==> src/rtl/d2d_pkg.sv <==
// Shared definitions for the multi-channel die-to-die adapter.
//  - clog2        : constant function used to derive the channel-ID width
//  - d2d_word_t   : {data,addr} word at default widths (the top re-declares
//                   the same layout at its own parameter widths)
//  - parity       : even-parity bit over a zero-extended vector; zero
//                   padding does not change the XOR so one function covers
//                   every word width up to PAR_MAX_W
package d2d_pkg;

  localparam int PAR_MAX_W  = 256;
  localparam int DEF_DATA_W = 32;
  localparam int DEF_ADDR_W = 16;

  typedef struct packed {
    logic [DEF_DATA_W-1:0] data;
    logic [DEF_ADDR_W-1:0] addr;
  } d2d_word_t;

  function automatic int clog2(input int n);
    int r;
    r = 0;
    for (int i = 0; i < 31; i++) begin
      if ((1 << i) < n) r = i + 1;
    end
    return r;
  endfunction

  function automatic logic parity(input logic [PAR_MAX_W-1:0] v);
    return ^v;
  endfunction

endpackage

==> src/rtl/d2d_chan_fifo.sv <==
// Per-channel FIFO. Wrap-around pointers carry one extra MSB so full and
// empty are distinguished without a counter. Read data is the head entry
// (show-ahead), so a pop consumes the word already visible on rdata_o.
// Ports:
//  clk_i, rst_i      clock, synchronous active-high reset (empties FIFO)
//  push_i, wdata_i   write request/data (ignored when full)
//  pop_i             consume head entry (ignored when empty)
//  rdata_o           head entry
//  full_o, empty_o   status
module d2d_chan_fifo #(
  parameter int DEPTH = 4,
  parameter int WIDTH = 48
) (
  input  logic             clk_i,
  input  logic             rst_i,
  input  logic             push_i,
  input  logic [WIDTH-1:0] wdata_i,
  input  logic             pop_i,
  output logic [WIDTH-1:0] rdata_o,
  output logic             full_o,
  output logic             empty_o
);

  localparam int AW = $clog2(DEPTH);

  logic [AW:0]      wr_ptr_q, wr_ptr_d;
  logic [AW:0]      rd_ptr_q, rd_ptr_d;
  logic [WIDTH-1:0] mem_q [DEPTH];
  logic             do_push, do_pop;

  assign empty_o = (wr_ptr_q == rd_ptr_q);
  assign full_o  = (wr_ptr_q[AW] != rd_ptr_q[AW]) &&
                   (wr_ptr_q[AW-1:0] == rd_ptr_q[AW-1:0]);
  assign do_push = push_i && !full_o;
  assign do_pop  = pop_i && !empty_o;
  assign rdata_o = mem_q[rd_ptr_q[AW-1:0]];

  always_comb begin
    wr_ptr_d = wr_ptr_q;
    rd_ptr_d = rd_ptr_q;
    if (do_push) wr_ptr_d = wr_ptr_q + (AW+1)'(1);
    if (do_pop)  rd_ptr_d = rd_ptr_q + (AW+1)'(1);
  end

  always_ff @(posedge clk_i) begin
    if (rst_i) begin
      wr_ptr_q <= '0;
      rd_ptr_q <= '0;
    end else begin
      wr_ptr_q <= wr_ptr_d;
      rd_ptr_q <= rd_ptr_d;
    end
  end

  // Storage needs no reset: pointers alone define which entries are live.
  always_ff @(posedge clk_i) begin
    if (do_push) mem_q[wr_ptr_q[AW-1:0]] <= wdata_i;
  end

endmodule

==> src/rtl/d2d_multichannel_adapter.sv <==
// Multi-channel die-to-die adapter. NUM_CH valid/ready source channels each
// feed a FIFO; a round-robin arbiter drains the FIFOs into one registered
// valid/ready link tagged with channel ID and even parity.
// Ports:
//  clock, reset          clock, synchronous active-high reset
//  srcValid/srcReady     per-channel handshake; srcReady depends only on
//                        FIFO fullness and reset (never on dstReady)
//  srcData/srcAddr       channel i at [i*W +: W]
//  chanEnable            per-channel arbitration eligibility
//  dstValid/dstReady     output handshake
//  dstData/dstAddr       output payload
//  dstChan/dstParity     source channel and ^{data,addr}
module d2d_multichannel_adapter
  import d2d_pkg::*;
#(
  parameter  int NUM_CH     = 4,
  parameter  int DATA_W     = 32,
  parameter  int ADDR_W     = 16,
  parameter  int FIFO_DEPTH = 4,
  localparam int CHID_W     = clog2(NUM_CH)
) (
  input  logic                     clock,
  input  logic                     reset,
  input  logic [NUM_CH-1:0]        srcValid,
  output logic [NUM_CH-1:0]        srcReady,
  input  logic [NUM_CH*DATA_W-1:0] srcData,
  input  logic [NUM_CH*ADDR_W-1:0] srcAddr,
  input  logic [NUM_CH-1:0]        chanEnable,
  output logic                     dstValid,
  input  logic                     dstReady,
  output logic [DATA_W-1:0]        dstData,
  output logic [ADDR_W-1:0]        dstAddr,
  output logic [CHID_W-1:0]        dstChan,
  output logic                     dstParity
);

  localparam int WORD_W = DATA_W + ADDR_W;

  typedef struct packed {
    logic [DATA_W-1:0] data;
    logic [ADDR_W-1:0] addr;
  } word_t;

  logic  [NUM_CH-1:0] push, pop, full, empty, req;
  word_t [NUM_CH-1:0] rd_word;

  logic              gnt_vld, load;
  logic [CHID_W-1:0] gnt_id;
  logic [CHID_W-1:0] ptr_q, ptr_d;
  logic              vld_q, vld_d;
  word_t             word_q, word_d;
  logic [CHID_W-1:0] chan_q, chan_d;
  logic              par_q, par_d;

  assign srcReady = ~full & {NUM_CH{~reset}};
  assign push     = srcValid & srcReady;
  assign req      = ~empty & chanEnable;

  for (genvar i = 0; i < NUM_CH; i++) begin : g_ch
    d2d_chan_fifo #(
      .DEPTH (FIFO_DEPTH),
      .WIDTH (WORD_W)
    ) u_fifo (
      .clk_i   (clock),
      .rst_i   (reset),
      .push_i  (push[i]),
      .wdata_i ({srcData[i*DATA_W +: DATA_W], srcAddr[i*ADDR_W +: ADDR_W]}),
      .pop_i   (pop[i]),
      .rdata_o (rd_word[i]),
      .full_o  (full[i]),
      .empty_o (empty[i])
    );
  end

  // Rotate-priority search starting at ptr_q. Iterating from the farthest
  // offset down lets the nearest requester overwrite, so no early exit.
  always_comb begin
    logic [CHID_W-1:0] idx;
    idx     = '0;
    gnt_vld = 1'b0;
    gnt_id  = '0;
    for (int k = NUM_CH - 1; k >= 0; k--) begin
      idx = ptr_q + CHID_W'(k);
      if (req[idx]) begin
        gnt_vld = 1'b1;
        gnt_id  = idx;
      end
    end
  end

  // A grant only takes effect when the output register can load; a stalled
  // link leaves both the FIFO and the RR pointer untouched.
  assign load = (!vld_q || dstReady) && gnt_vld;
  assign pop  = load ? (NUM_CH'(1) << gnt_id) : '0;

  always_comb begin
    vld_d  = vld_q;
    word_d = word_q;
    chan_d = chan_q;
    par_d  = par_q;
    ptr_d  = ptr_q;
    if (load) begin
      vld_d  = 1'b1;
      word_d = rd_word[gnt_id];
      chan_d = gnt_id;
      par_d  = parity(PAR_MAX_W'(rd_word[gnt_id]));
      ptr_d  = gnt_id + CHID_W'(1);
    end else if (dstReady) begin
      vld_d  = 1'b0;
    end
  end

  always_ff @(posedge clock) begin
    if (reset) begin
      vld_q  <= 1'b0;
      word_q <= '0;
      chan_q <= '0;
      par_q  <= 1'b0;
      ptr_q  <= '0;
    end else begin
      vld_q  <= vld_d;
      word_q <= word_d;
      chan_q <= chan_d;
      par_q  <= par_d;
      ptr_q  <= ptr_d;
    end
  end

  assign dstValid  = vld_q;
  assign dstData   = word_q.data;
  assign dstAddr   = word_q.addr;
  assign dstChan   = chan_q;
  assign dstParity = par_q;

endmodule

==> config.mk <==
export PLATFORM = sky130hd
export DESIGN_NAME = d2d_multichannel_adapter
export DESIGN_NICKNAME = d
export VERILOG_FILES = /design/src/rtl/d2d_pkg.sv /design/src/rtl/d2d_chan_fifo.sv /design/src/rtl/d2d_multichannel_adapter.sv
export SDC_FILE = /design/constraint.sdc
export NUM_CORES = 1
export LEC_CHECK = 0
export CAP_MARGIN = 20
export CORE_MARGIN = 1.5
export CORE_UTILIZATION = 52
export CTS_CLUSTER_DIAMETER = 40
export DETAILED_ROUTE_END_ITERATION = 10
export PLACE_DENSITY = 0.75
export SYNTH_ARGS = -nofsm -noshare
export SYNTH_HDL_FRONTEND = slang
export SYNTH_SLANG_ARGS = --single-unit
==> constraint.sdc <==
create_clock -name clock -period 3.25 [get_ports clock]
set_input_delay 0.8125 -clock clock [delete_from_list [all_inputs] [get_ports clock]]
set_output_delay 0.8125 -clock clock [all_outputs]
set_load 0.005 [all_outputs]
==> results by group, run 1 <==
Critical path
  – Reg2reg setup slack: -540 ps
  – Reg2reg start: g_ch[0].u_fifo.wr_ptr_q[2]$_SDFFE_PP0P_
  – WP data arrival: 4360 ps
  – Reg2reg end: dstParity$_SDFFE_PP0P_
  – Setup CP Type: register to register
  – Crit end category: register
  – Worst setup SP type: register
  – R2r worst-path depth: 15
  – CP required: 3810 ps
  – Crit-path max FO: 30

Timing
  – Min Tclk post-route: 3790 ps
  – Sum Neg Setup Slack: -543 ps
  – RSZ-0062 raised after global routing: true
  – Max-slew violations: 0
  – Final Cycle Share: 117%
  – Slew margin rel.: 59.5%
  – Fmax: 264 MHz
  – Clock Skew: 29.0 ps
  – Final Setup Violations: 1
  – Hold Fails Final Rpt: 0
  – Worst-Margin Slew: 608 ps
  – Final worst slack: -543 ps

Global routing
  – Grt total ovfl: 0
  – First-pass GRT wire length: 122000 µm
  – Number of global-route vias before repair: 18500
  – Largest net degree at the start of global routing: 50
  – Gr usage total: 25.6%
  – Initial antenna violation count: 4

Drt
  – Routed wire length: 83000 µm
  – Met2 routed WL: 42400 µm
  – Via count: 18300
  – DRT iter0 DRCs: 1846
  – Routed len/inst: 26.5 µm
  – Met3 WL: 6670 µm
  – # DRC: 0
  – Total iterations of the first detailed-routing run: 5
  – M1 wire length: 31600 µm
  – DRT antenna net count: 0
  – Highest routed layer: met5
  – Vias per cell: 5.85

Min path
  – Worst hold start: dstData[14]$_SDFFE_PP0P_
  – Hold depth: 2
  – Hold WC Path Type: register to register
  – WHS Endpoint: dstData[14]$_SDFFE_PP0P_

Yosys
  – Post-synth EDFFs: 768
  – Synth Register Bits: 854
  – Post-Syn Nets: 1989
  – Most used DFF post-synth: edfxtp_1
  – Seq/Total Area, Yosys: 74.8%
  – Mapped Cells: 1762
  – Mean Syn Cell Area: 18.8 µm²
  – Post-Syn Area: 33100 µm²
  – Asr flop ratio synth: 0%
  – Count of cell types in the netlist: 47
  – Synth Warn #: 0

Finish
  – # fillers: 4043
  – Synth-to-Final Area Change: 26.4%
  – Fraction of layout cells with a size suffix above 1: 26.2%
  – Final core utilization: 66.5%
  – Fin nets: 2427

Placement
  – DP Worst Slack: -1190 ps
  – DP Wirelength: 56900 µm
  – Gpl congestion: 0.960
  – IO Port Bufs: 258

CTS
  – Total CTS buffers: 101
  – # hold bufs at CTS: 0
  – H-tree Lvls: 3
  – Root Driver: clkbuf_16
  – CTS tree: yes
  – Clock Tree Buf Depth: 3
  – Clock latency on the worst-skew pair: 660 ps
  – Clock transition at the registers of the reported paths: 60 ps
  – CTS sink cnt: 854

Flow run
  – Number of max-cap violations: 0

Run status
  – Failing checks: setup timing
  – Status: complete, but fails checks

Floorplanning
  – Core Footprint: 63000 µm²
  – Die Y: 255 µm
  – I/O pins: 259
  – Die span in x: 255 µm
  – Die area: 65200 µm²
  – Initial Utilization: 52.6%
  – FP Rows: 92

Power and ir drop
  – Power per cell area: 722 nW/µm²
  – LEAKAGE: 0.0140 µW
  – Maximum VDD drop: 0.745 mV
  – Final Power: 30200 µW
## cell usage in the layout, fill, tap and decap left out, drive strengths merged, types with 3 or more instances in the layout
master and instances:
xor2 22, clkdlybuf4s50 257, a22oi 32, mux2 4
inv 36, o21a 4, nand3 20, o21ai 12
o311a 3, clkbuf 115, and3 19, bufinv 13
mux4 192, edfxtp 768, mux2i 4, ha 24
a21oi 118, dfxtp 86, nand4 4, xnor3 4
and2 4, o31ai 11, buf 169, nand2 180
clkinv 27, xnor2 45, clkinvlp 12, nor2 84
## metrics by stage
stage / hold WS (ps) / cell area, µm² / std cells
after floorplan: 453 / 33100 / 1762
after global routing: 480 / 41900 / 3134
final: 457 / 41900 / 3136
after CTS: 456 / 41800 / 3132
after detailed placement: 448 / 38000 / 2940
after global placement: 446 / 38000 / 2940
## critical path, cell delays in order (launching register included)
cell and delay [ps]:
dfxtp_1 330, xor2_1 200, or3_4 410, buf_4 160
a221o_1 300, a21o_4 260, buf_12 180, buf_4 190
a21oi_1 140, a22oi_1 120, xnor2_1 240, xnor2_1 150
xnor2_2 250, xnor2_1 180, xnor3_1 350, a211oi_2 230
## state kept, by name, indices dropped and copies added (netlist names), named ones only
register and cells:
ptr_q 2, g_ch.u_fifo.mem_q 768, dstChan 2, g_ch.u_fifo.rd_ptr_q 12, dstData 32, dstValid 1
dstAddr 16, g_ch.u_fifo.wr_ptr_q 12, dstParity 1
## synth_stat cells (3+ instances only)
cell | n | share of area, %
nor2_1 | 84 | 0.95
nand2_1 | 180 | 2.0
inv_1 | 10 | 0.11
ha_1 | 24 | 0.91
buf_6 | 5 | 0.17
dfxtp_1 | 86 | 5.2
mux4_2 | 192 | 13
a21oi_1 | 118 | 1.8
clkbuf_1 | 58 | 0.66
buf_4 | 7 | 0.16
nand3_1 | 20 | 0.30
xor2_1 | 22 | 0.58
and2_1 | 4 | 0.076
mux2i_1 | 4 | 0.12
edfxtp_1 | 768 | 70
mux2_2 | 4 | 0.14
xnor2_1 | 45 | 1.2
nand4_1 | 4 | 0.076
o21ai_0 | 10 | 0.15
buf_1 | 5 | 0.057
o31ai_1 | 10 | 0.23
o21a_1 | 4 | 0.091
buf_2 | 16 | 0.24
and3_1 | 19 | 0.36
a22oi_1 | 32 | 0.73
xnor3_1 | 4 | 0.27
o311a_1 | 3 | 0.091
## how the worst max path moves through the flow
stage	from	end	slack, ps	depth (start not counted)
final	g_ch[0].u_fifo.wr_ptr_q[2]$_SDFFE_PP0P_	dstParity$_SDFFE_PP0P_	-540	15
after CTS	g_ch[0].u_fifo.wr_ptr_q[2]$_SDFFE_PP0P_	dstParity$_SDFFE_PP0P_	-490	15
after global placement	chanEnable[2]	dstParity$_SDFFE_PP0P_	-1090	15
after floorplan	g_ch[0].u_fifo.wr_ptr_q[1]$_SDFFE_PP0P_	dstParity$_SDFFE_PP0P_	-170	14
after detailed placement	chanEnable[0]	dstParity$_SDFFE_PP0P_	-1190	15
after global routing	g_ch[0].u_fifo.wr_ptr_q[2]$_SDFFE_PP0P_	dstParity$_SDFFE_PP0P_	-620	15
## metal layers
metal / vias to the layer above / track usage (%)
li1: 7902 / -
met1: 9445 / 33.7
met2: 852 / 43.5
met3: 133 / 4.73
met4: 8 / 8.10
met5: - / 0
## layout make-up
class,instances,area (µm²),area share (%)
Inverter,12,52.6,0.125
Timing Repair Buffer,426,4320,10.3
Clock buffer,115,2690,6.41
Clock inverter,76,935,2.23
Multi-Input combinational cell,805,8020,19.2
Sequential cell,854,24800,59.2
Tap cell,846,1060,2.53
Antenna cell,2,5.00,0.0120
## power breakdown
group          total, µW  switching [µW]  internal [µW]
clock              11800            4700           7140
combinational       5720            2780           2940
sequential         12700             239          12400
## kinds of logic (layout without fill, tap and decap cells)
logic type | after synthesis | count (layout) | synth area share, %
muxes | 200 | 200 | 13.3
xor gates and xnor gates | 71 | 71 | 2.04
AOI/OAI and AO/OA | 192 | 192 | 3.49
other | 0 | 2 | 0
buffers and inverters | 103 | 629 | 1.42
DFF | 854 | 854 | 74.8
and+or+nand+nor | 318 | 318 | 3.99
adders and majority gates | 24 | 24 | 0.907
## what timing repair did
item | 4_1_cts | 5_1_grt
hold endpoints to repair | 0 | 0
resized for setup | 26 | 16
pin swaps | 6 | 11
setup endpoints to repair | 5 | 2
setup buffers | 1 | 2
Power figures use the tool's default switching activity.
==> inputs of run 2 (changes only) <==
--- a/config.mk
+++ b/config.mk
@@ -11,6 +11,8 @@
 export CTS_CLUSTER_DIAMETER = 40
 export DETAILED_ROUTE_END_ITERATION = 10
 export PLACE_DENSITY = 0.75
+export RECOVER_POWER = 25
+export REMOVE_ABC_BUFFERS = 1
 export SYNTH_ARGS = -nofsm -noshare
 export SYNTH_HDL_FRONTEND = slang
 export SYNTH_SLANG_ARGS = --single-unit
==> run 2 against run 1 <==
  * The run still ends with setup timing left
  * Setup slack lost 11 ps
  * Combinational power grew 9.1%
  * First-iteration DRC count grew 8.2%
  * Register-to-register slack is essentially flat
  * Hold slack gained 2.8 ps
  * Wire length grew 7.1%
  * Via count grew 4.2%
  * Maximum frequency shrank 0.29%
  * Clock skew grew 3.8 ps
  * Largest power group unchanged
==> results by group, run 2 (same netlist as run 1, synthesis figures left out) <==
Critical path
  – Worst Setup SP: g_ch[0].u_fifo.wr_ptr_q[1]$_SDFFE_PP0P_
  – Crit end category: register
  – Worst setup SP type: register
  – Critical Path End: dstParity$_SDFFE_PP0P_
  – Reg2reg start: g_ch[0].u_fifo.wr_ptr_q[1]$_SDFFE_PP0P_
  – Crit-path max FO: 13 (-57%)
  – Setup CP Type: register to register
  – Reg2reg end: dstParity$_SDFFE_PP0P_
  – Reg2reg setup slack: -550 ps (about the same)
  – CP required: 3830 ps (+20 ps)
  – R2r worst-path depth: 14 (-1)
  – WP data arrival: 4380 ps (+20 ps)

Floorplanning
  – Initial Utilization: 52.6% (unchanged)
  – Die Y: 255 µm (unchanged)
  – FP Rows: 92 (unchanged)
  – Die span in x: 255 µm (unchanged)
  – I/O pins: 259 (unchanged)
  – Core Footprint: 63000 µm² (unchanged)
  – Die area: 65200 µm² (unchanged)

Timing
  – Worst-Margin Slew: 554 ps (-54.0 ps)
  – Fmax: 263 MHz (-0.29%)
  – Hold Fails Final Rpt: 0 (unchanged)
  – Final Setup Violations: 1 (unchanged)
  – Min Tclk post-route: 3800 ps (+10.9 ps)
  – Final Cycle Share: 117% (+0.34 points)
  – RSZ-0062 raised after global routing: true
  – Max-slew violations: 0 (unchanged)
  – Hold slack: 460 ps (+2.82 ps)
  – Final worst slack: -554 ps (-10.9 ps)
  – Slew margin rel.: 63.0% (+3.5 points)
  – Clock Skew: 32.8 ps (+3.82 ps)

CTS
  – CTS sink cnt: 854 (unchanged)
  – CTS tree: yes
  – Total CTS buffers: 107 (+5.9%)
  – # hold bufs at CTS: 0 (unchanged)
  – Clock latency on the worst-skew pair: 680 ps (+20 ps)
  – Clock Tree Buf Depth: 3 (unchanged)
  – Clock transition at the registers of the reported paths: 60 ps (about the same)
  – H-tree Lvls: 3 (unchanged)
  – Root Driver: clkbuf_16

Run status
  – Failing checks: setup timing
  – Status: complete, but fails checks

Finish
  – Synth-to-Final Area Change: 28.5%
  – Final core utilization: 67.6% (+1.1 points)
  – Commonest non-fill, non-tap cell in the layout: edfxtp_1
  – Fin area: 42500 µm² (+1.6%)
  – Max reg flops: 768 (unchanged)
  – Fin nets: 2455 (+1.2%)
  – Most frequent cells in the layout: edfxtp_1, mux4_2, nand2_1
  – # fillers: 3882 (-4.0%)
  – Fraction of layout cells with a size suffix above 1: 27.7% (+1.5 points)

Placement
  – Placement-stage cell area: 38400 µm² (+0.88%)
  – IO Port Bufs: 258 (unchanged)
  – DP Wirelength: 59100 µm (+3.9%)
  – Gpl congestion: 0.835 (-13%)
  – DP Worst Slack: -1180 ps (+9.50 ps)

Global routing
  – Largest net degree at the start of global routing: 49 (-2.0%)
  – First-pass GRT wire length: 130000 µm (+6.9%)
  – Gr usage total: 27.4% (+1.8 points)
  – Initial antenna violation count: 20 (+16)
  – Number of global-route vias before repair: 19800 (+7.0%)
  – Grt total ovfl: 0 (unchanged)

Power and ir drop
  – Power per cell area: 736 nW/µm² (+2.0%)
  – Maximum VDD drop: 0.673 mV (-9.7%)
  – LEAKAGE: 0.0143 µW (+2.0%)

Drt
  – Vias per cell: 6.00 (+2.5%)
  – Routed wire length: 88900 µm (+7.1%)
  – Routed len/inst: 27.9 µm (+5.4%)
  – # DRC: 0 (unchanged)
  – DRT antenna net count: 0 (unchanged)
  – DRT iter0 DRCs: 1998 (+8.2%)
  – Via count: 19100 (+4.2%)
  – Total iterations of the first detailed-routing run: 6 (+1)

Flow run
  – Number of max-cap violations: 0 (unchanged)

Min path
  – Hold WC Path Type: register to register
[run 2: cell types whose count changed in the layout (fill, tap and decap cells not counted), sizes merged]
| cell | change |
|---|---|
| bufinv | +2 |
| clkdlybuf4s50 | -110 |
| buf | +22 |
| clkbuf | +10 |
| dlygate4sd3 | +110 |
| diode | +16 |
| clkinv | +6 |
| clkinvlp | +1 |
| inv | -6 |
[run 2: layer usage]
layer	global-route usage, %	vias up	part of all wire (%)
li1	-	7986	-
met3	5.39	162	9.4
met1	36.2	9847	37
met5	0	-	0.029
met4	9.89	4	2.8
met2	45.7	1114	51
[run 2: worst min-delay path by stage]
stage / start / endpoint / slack [ps] / cells past startpoint
final: dstData[10]$_SDFFE_PP0P_ / dstData[10]$_SDFFE_PP0P_ / 460 / 2
after floorplan: dstAddr[11]$_SDFFE_PP0P_ / dstAddr[11]$_SDFFE_PP0P_ / 450 / 2
after CTS: dstData[10]$_SDFFE_PP0P_ / dstData[10]$_SDFFE_PP0P_ / 460 / 2
after global routing: dstData[10]$_SDFFE_PP0P_ / dstData[10]$_SDFFE_PP0P_ / 490 / 2
after global placement: dstData[4]$_SDFFE_PP0P_ / dstData[4]$_SDFFE_PP0P_ / 460 / 2
after detailed placement: dstData[10]$_SDFFE_PP0P_ / dstData[10]$_SDFFE_PP0P_ / 460 / 2
[run 2: area by class of cell]
class / count / area (µm²) / area share (%)
well taps: 846 / 1060 / 2.49
clock buffers: 125 / 2840 / 6.67
repair buffers: 448 / 4550 / 10.7
multi-input cells: 805 / 8200 / 19.3
clock inverters: 79 / 988 / 2.32
diodes: 18 / 45.0 / 0.106
inverters: 12 / 50.0 / 0.118
flip-flops and latches: 854 / 24800 / 58.3
[run 2: stage by stage]
step / std cells / power, µW / TNS, ps
final: 3187 / 31300 / -554
after global routing: 3176 / 32300 / -672
after CTS: 3167 / 31400 / -497
after detailed placement: 2960 / 18700 / -5950
after global placement: 2960 / 18600 / -3880
after floorplan: 1671 / 16000 / -87380
[run 2: repair_timing]
| action | CTS | global route |
|---|---|---|
| setup buffers | 3 | 2 |
| pin swaps | 17 | 4 |
| resized for setup | 46 | 4 |
| gates cloned | 0 | 0 |
| setup endpoints to repair | 5 | 1 |
[run 2: worst max-delay path, stage by stage, from the launching register on]
cell,delay [ps]
dfxtp_1,340
xor2_2,210
or3_4,420
a221o_1,340
a21o_4,270
inv_2,90
buf_4,200
buf_4,250
nand3_1,150
nand2_1,180
xor2_2,230
xnor2_2,170
xnor3_1,440
xnor3_1,200
a211oi_2,210
[run 2: power breakdown]
part	leakage, µW	internal, µW	switching (µW)
logic	0.00478	3200	3040
registers	0.00769	12400	235
clock network	0.00184	7580	4840
==> inputs of run 3 (changes only) <==
--- a/config.mk
+++ b/config.mk
@@ -6,13 +6,16 @@
 export NUM_CORES = 1
 export LEC_CHECK = 0
 export CAP_MARGIN = 20
+export CELL_PAD_IN_SITES_DETAIL_PLACEMENT = 0
+export CELL_PAD_IN_SITES_GLOBAL_PLACEMENT = 1
 export CORE_MARGIN = 1.5
-export CORE_UTILIZATION = 52
+export CORE_UTILIZATION = 54
 export CTS_CLUSTER_DIAMETER = 40
 export DETAILED_ROUTE_END_ITERATION = 10
-export PLACE_DENSITY = 0.75
+export PLACE_DENSITY_LB_ADDON = 0.1
 export RECOVER_POWER = 25
 export REMOVE_ABC_BUFFERS = 1
+export SLEW_MARGIN = 20
 export SYNTH_ARGS = -nofsm -noshare
 export SYNTH_HDL_FRONTEND = slang
 export SYNTH_SLANG_ARGS = --single-unit
==> constraint.sdc (replaced) <==
create_clock -name clock -period 4.6 [get_ports clock]
set_input_delay 1.15 -clock clock [delete_from_list [all_inputs] [get_ports clock]]
set_output_delay 1.15 -clock clock [all_outputs]
set_load 0.005 [all_outputs]
==> run 3 against run 2 <==
  * The flow now finishes without violations
  * Clock skew decreased by 4.4 ps
  * Register-to-register slack better by 970 ps
  * Wire length shrank 6.1%
  * Die area is 3.7% lower
  * Sequential cell count did not move
  * Final area decreased by 3.6%
  * Core utilization is 0.27 points higher
  * Critical endpoint unchanged
  * Total power down 32%
  * Setup slack better by 910 ps
  * Final cell count fell by 5.1%
==> results by group, run 3 (same netlist as run 1, synthesis figures left out) <==
Placement
  – Gpl congestion: 0.839 (+0.47%)
  – Placement-stage cell area: 37300 µm² (-2.8%)
  – DP Wirelength: 53200 µm (-9.9%)
  – IO Port Bufs: 258 (unchanged)

Drt
  – Vias per cell: 5.97 (-0.48%)
  – Total iterations of the first detailed-routing run: 5 (-1)
  – Via count: 18000 (-5.6%)
  – DRT antenna net count: 0 (unchanged)
  – Routed len/inst: 27.6 µm (-0.95%)
  – # DRC: 0 (unchanged)
  – DRT iter0 DRCs: 1504 (-25%)
  – Met2 routed WL: 40600 µm (-9.5%)
  – Highest routed layer: met5
  – M1 wire length: 33700 µm (+1.8%)
  – Routed wire length: 83500 µm (-6.1%)
  – Met3 WL: 7040 µm (-16%)

Global routing
  – Grt total ovfl: 0 (unchanged)
  – Gr usage total: 27.2% (-0.24 points)
  – Number of global-route vias before repair: 18200 (-7.7%)
  – First-pass GRT wire length: 122000 µm (-6.5%)
  – Largest net degree at the start of global routing: 50 (+2.0%)
  – Initial antenna violation count: 28 (+40%)

CTS
  – CTS sink cnt: 854 (unchanged)
  – Clock Tree Buf Depth: 3 (unchanged)
  – Clock transition at the registers of the reported paths: 60 ps (about the same)
  – Post-CTS Resized: 0 (-100%)
  – Total CTS buffers: 108 (+0.93%)
  – CTS tree: yes
  – H-tree Lvls: 3 (unchanged)
  – Root Driver: clkbuf_16
  – # Post-CTS Setup Buffers: 0 (-3)
  – Clock latency on the worst-skew pair: 650 ps (-30 ps)
  – # hold bufs at CTS: 0 (unchanged)

Timing
  – Final Setup Violations: 0 (-1)
  – Hold Fails Final Rpt: 0 (unchanged)
  – Sum Neg Setup Slack: 0 ps (+554 ps)
  – Min Tclk post-route: 4240 ps
  – RSZ-0062 raised after global routing: false
  – Fmax: 236 MHz
  – Worst-Margin Slew: 993 ps (+439 ps)
  – Clock Skew: 28.4 ps (-4.39 ps)
  – Slew margin rel.: 33.8% (-29 points)
  – Final Cycle Share: 92.2%
  – Max-slew violations: 0 (unchanged)

Finish
  – Fin nets: 2362 (-3.8%)
  – Most frequent cells in the layout: edfxtp_1, mux4_2, nand2_1
  – # fillers: 3971 (+2.3%)
  – Max reg flops: 768 (unchanged)
  – Synth-to-Final Area Change: 23.9%
  – Fin area: 41000 µm² (-3.6%)
  – Commonest non-fill, non-tap cell in the layout: edfxtp_1
  – Fraction of layout cells with a size suffix above 1: 22.5% (-5.2 points)

Floorplanning
  – FP Rows: 90 (-2.2%)
  – Core Footprint: 60500 µm² (-4.0%)
  – Initial Utilization: 54.8% (+2.2 points)
  – I/O pins: 259 (unchanged)
  – Die area: 62800 µm² (-3.7%)
  – Die Y: 251 µm (-1.8%)
  – Die span in x: 251 µm (-1.8%)

Power and ir drop
  – LEAKAGE: 0.0136 µW (-4.7%)
  – Final Power: 21400 µW (-32%)
  – Maximum VDD drop: 0.476 mV (-29%)
  – Power per cell area: 521 nW/µm² (-29%)

Critical path
  – R2r worst-path depth: 14 (unchanged)
  – WP data arrival: 4800 ps (+420 ps)
  – Worst setup SP type: primary input
  – Crit end category: register
  – Crit-path max FO: 20 (+7)
  – CP required: 5160 ps (+1330 ps)
  – Reg2reg end: dstParity$_SDFFE_PP0P_
  – Setup CP Type: primary input to register
  – Reg2reg start: g_ch[2].u_fifo.wr_ptr_q[2]$_SDFFE_PP0P_
  – Reg2reg setup slack: 420 ps (+970 ps)

Flow run
  – Number of max-cap violations: 0 (unchanged)

Min path
  – WHS Endpoint: dstData[14]$_SDFFE_PP0P_
  – Hold depth: 2 (unchanged)
  – Hold WC Path Type: register to register
  – Worst hold start: dstData[14]$_SDFFE_PP0P_

Run status
  – Status: complete, no violations
run 3: critical path, cell delays in order:
cell and delay (ps):
clkdlybuf4s50_1 510, o311ai_1 190, o32ai_2 200, nor3_4 340, inv_4 180, buf_12 210
nor2_1 110, nor2_1 50, o21ai_0 380, xnor3_1 410, xnor2_1 280, xnor3_1 350
xnor3_1 220, a211oi_2 210
run 3: power by group:
group | switching, µW | leakage (µW) | total, µW | internal (µW)
logic | 1960 | 0.00418 | 3980 | 2020
clock network | 3230 | 0.00177 | 8440 | 5210
registers | 171 | 0.00768 | 8960 | 8790
total | 5370 | 0.0136 | 21400 | 16000
run 3: routing by layer:
| layer | vias to the layer above | track usage [%] |
|---|---|---|
| li1 | 7789 | - |
| met1 | 9355 | 38.0 |
| met2 | 727 | 43.8 |
| met3 | 162 | 5.63 |
| met4 | 10 | 7.91 |
| met5 | - | 0 |
run 3: stage by stage:
step                      cells  setup slack, ps  utilization [%]  hold slack, ps
after floorplan            1671            -1570                -             447
after global placement     2807             -237             61.7             441
after detailed placement   2807             -228             61.7             446
after CTS                  3009              426             67.8             453
after global routing       3014              187             67.8             473
final                      3023              361             67.8             454
run 3: area by class of cell:
type                    instances  area, µm²  share of cell area (%)
diodes                         14       35.0                  0.0854
clock buffers                 142       2930                    7.15
clock inverters                60        732                    1.78
inverters                      12       47.5                   0.116
multi-input cells             805       7940                    19.3
flip-flops and latches        854      24800                    60.5
well taps                     782        978                    2.39
repair buffers                354       3550                    8.66
run 3: how the worst max path moves through the flow:
stage	startpoint	to	slack, ps	depth (start not counted)
after floorplan	chanEnable[0]	dstParity$_SDFFE_PP0P_	-1570	12
after global placement	chanEnable[0]	dstParity$_SDFFE_PP0P_	-240	14
after detailed placement	chanEnable[0]	dstParity$_SDFFE_PP0P_	-230	14
after CTS	chanEnable[0]	dstParity$_SDFFE_PP0P_	430	14
after global routing	chanEnable[0]	dstParity$_SDFFE_PP0P_	190	14
final	chanEnable[0]	dstParity$_SDFFE_PP0P_	360	14
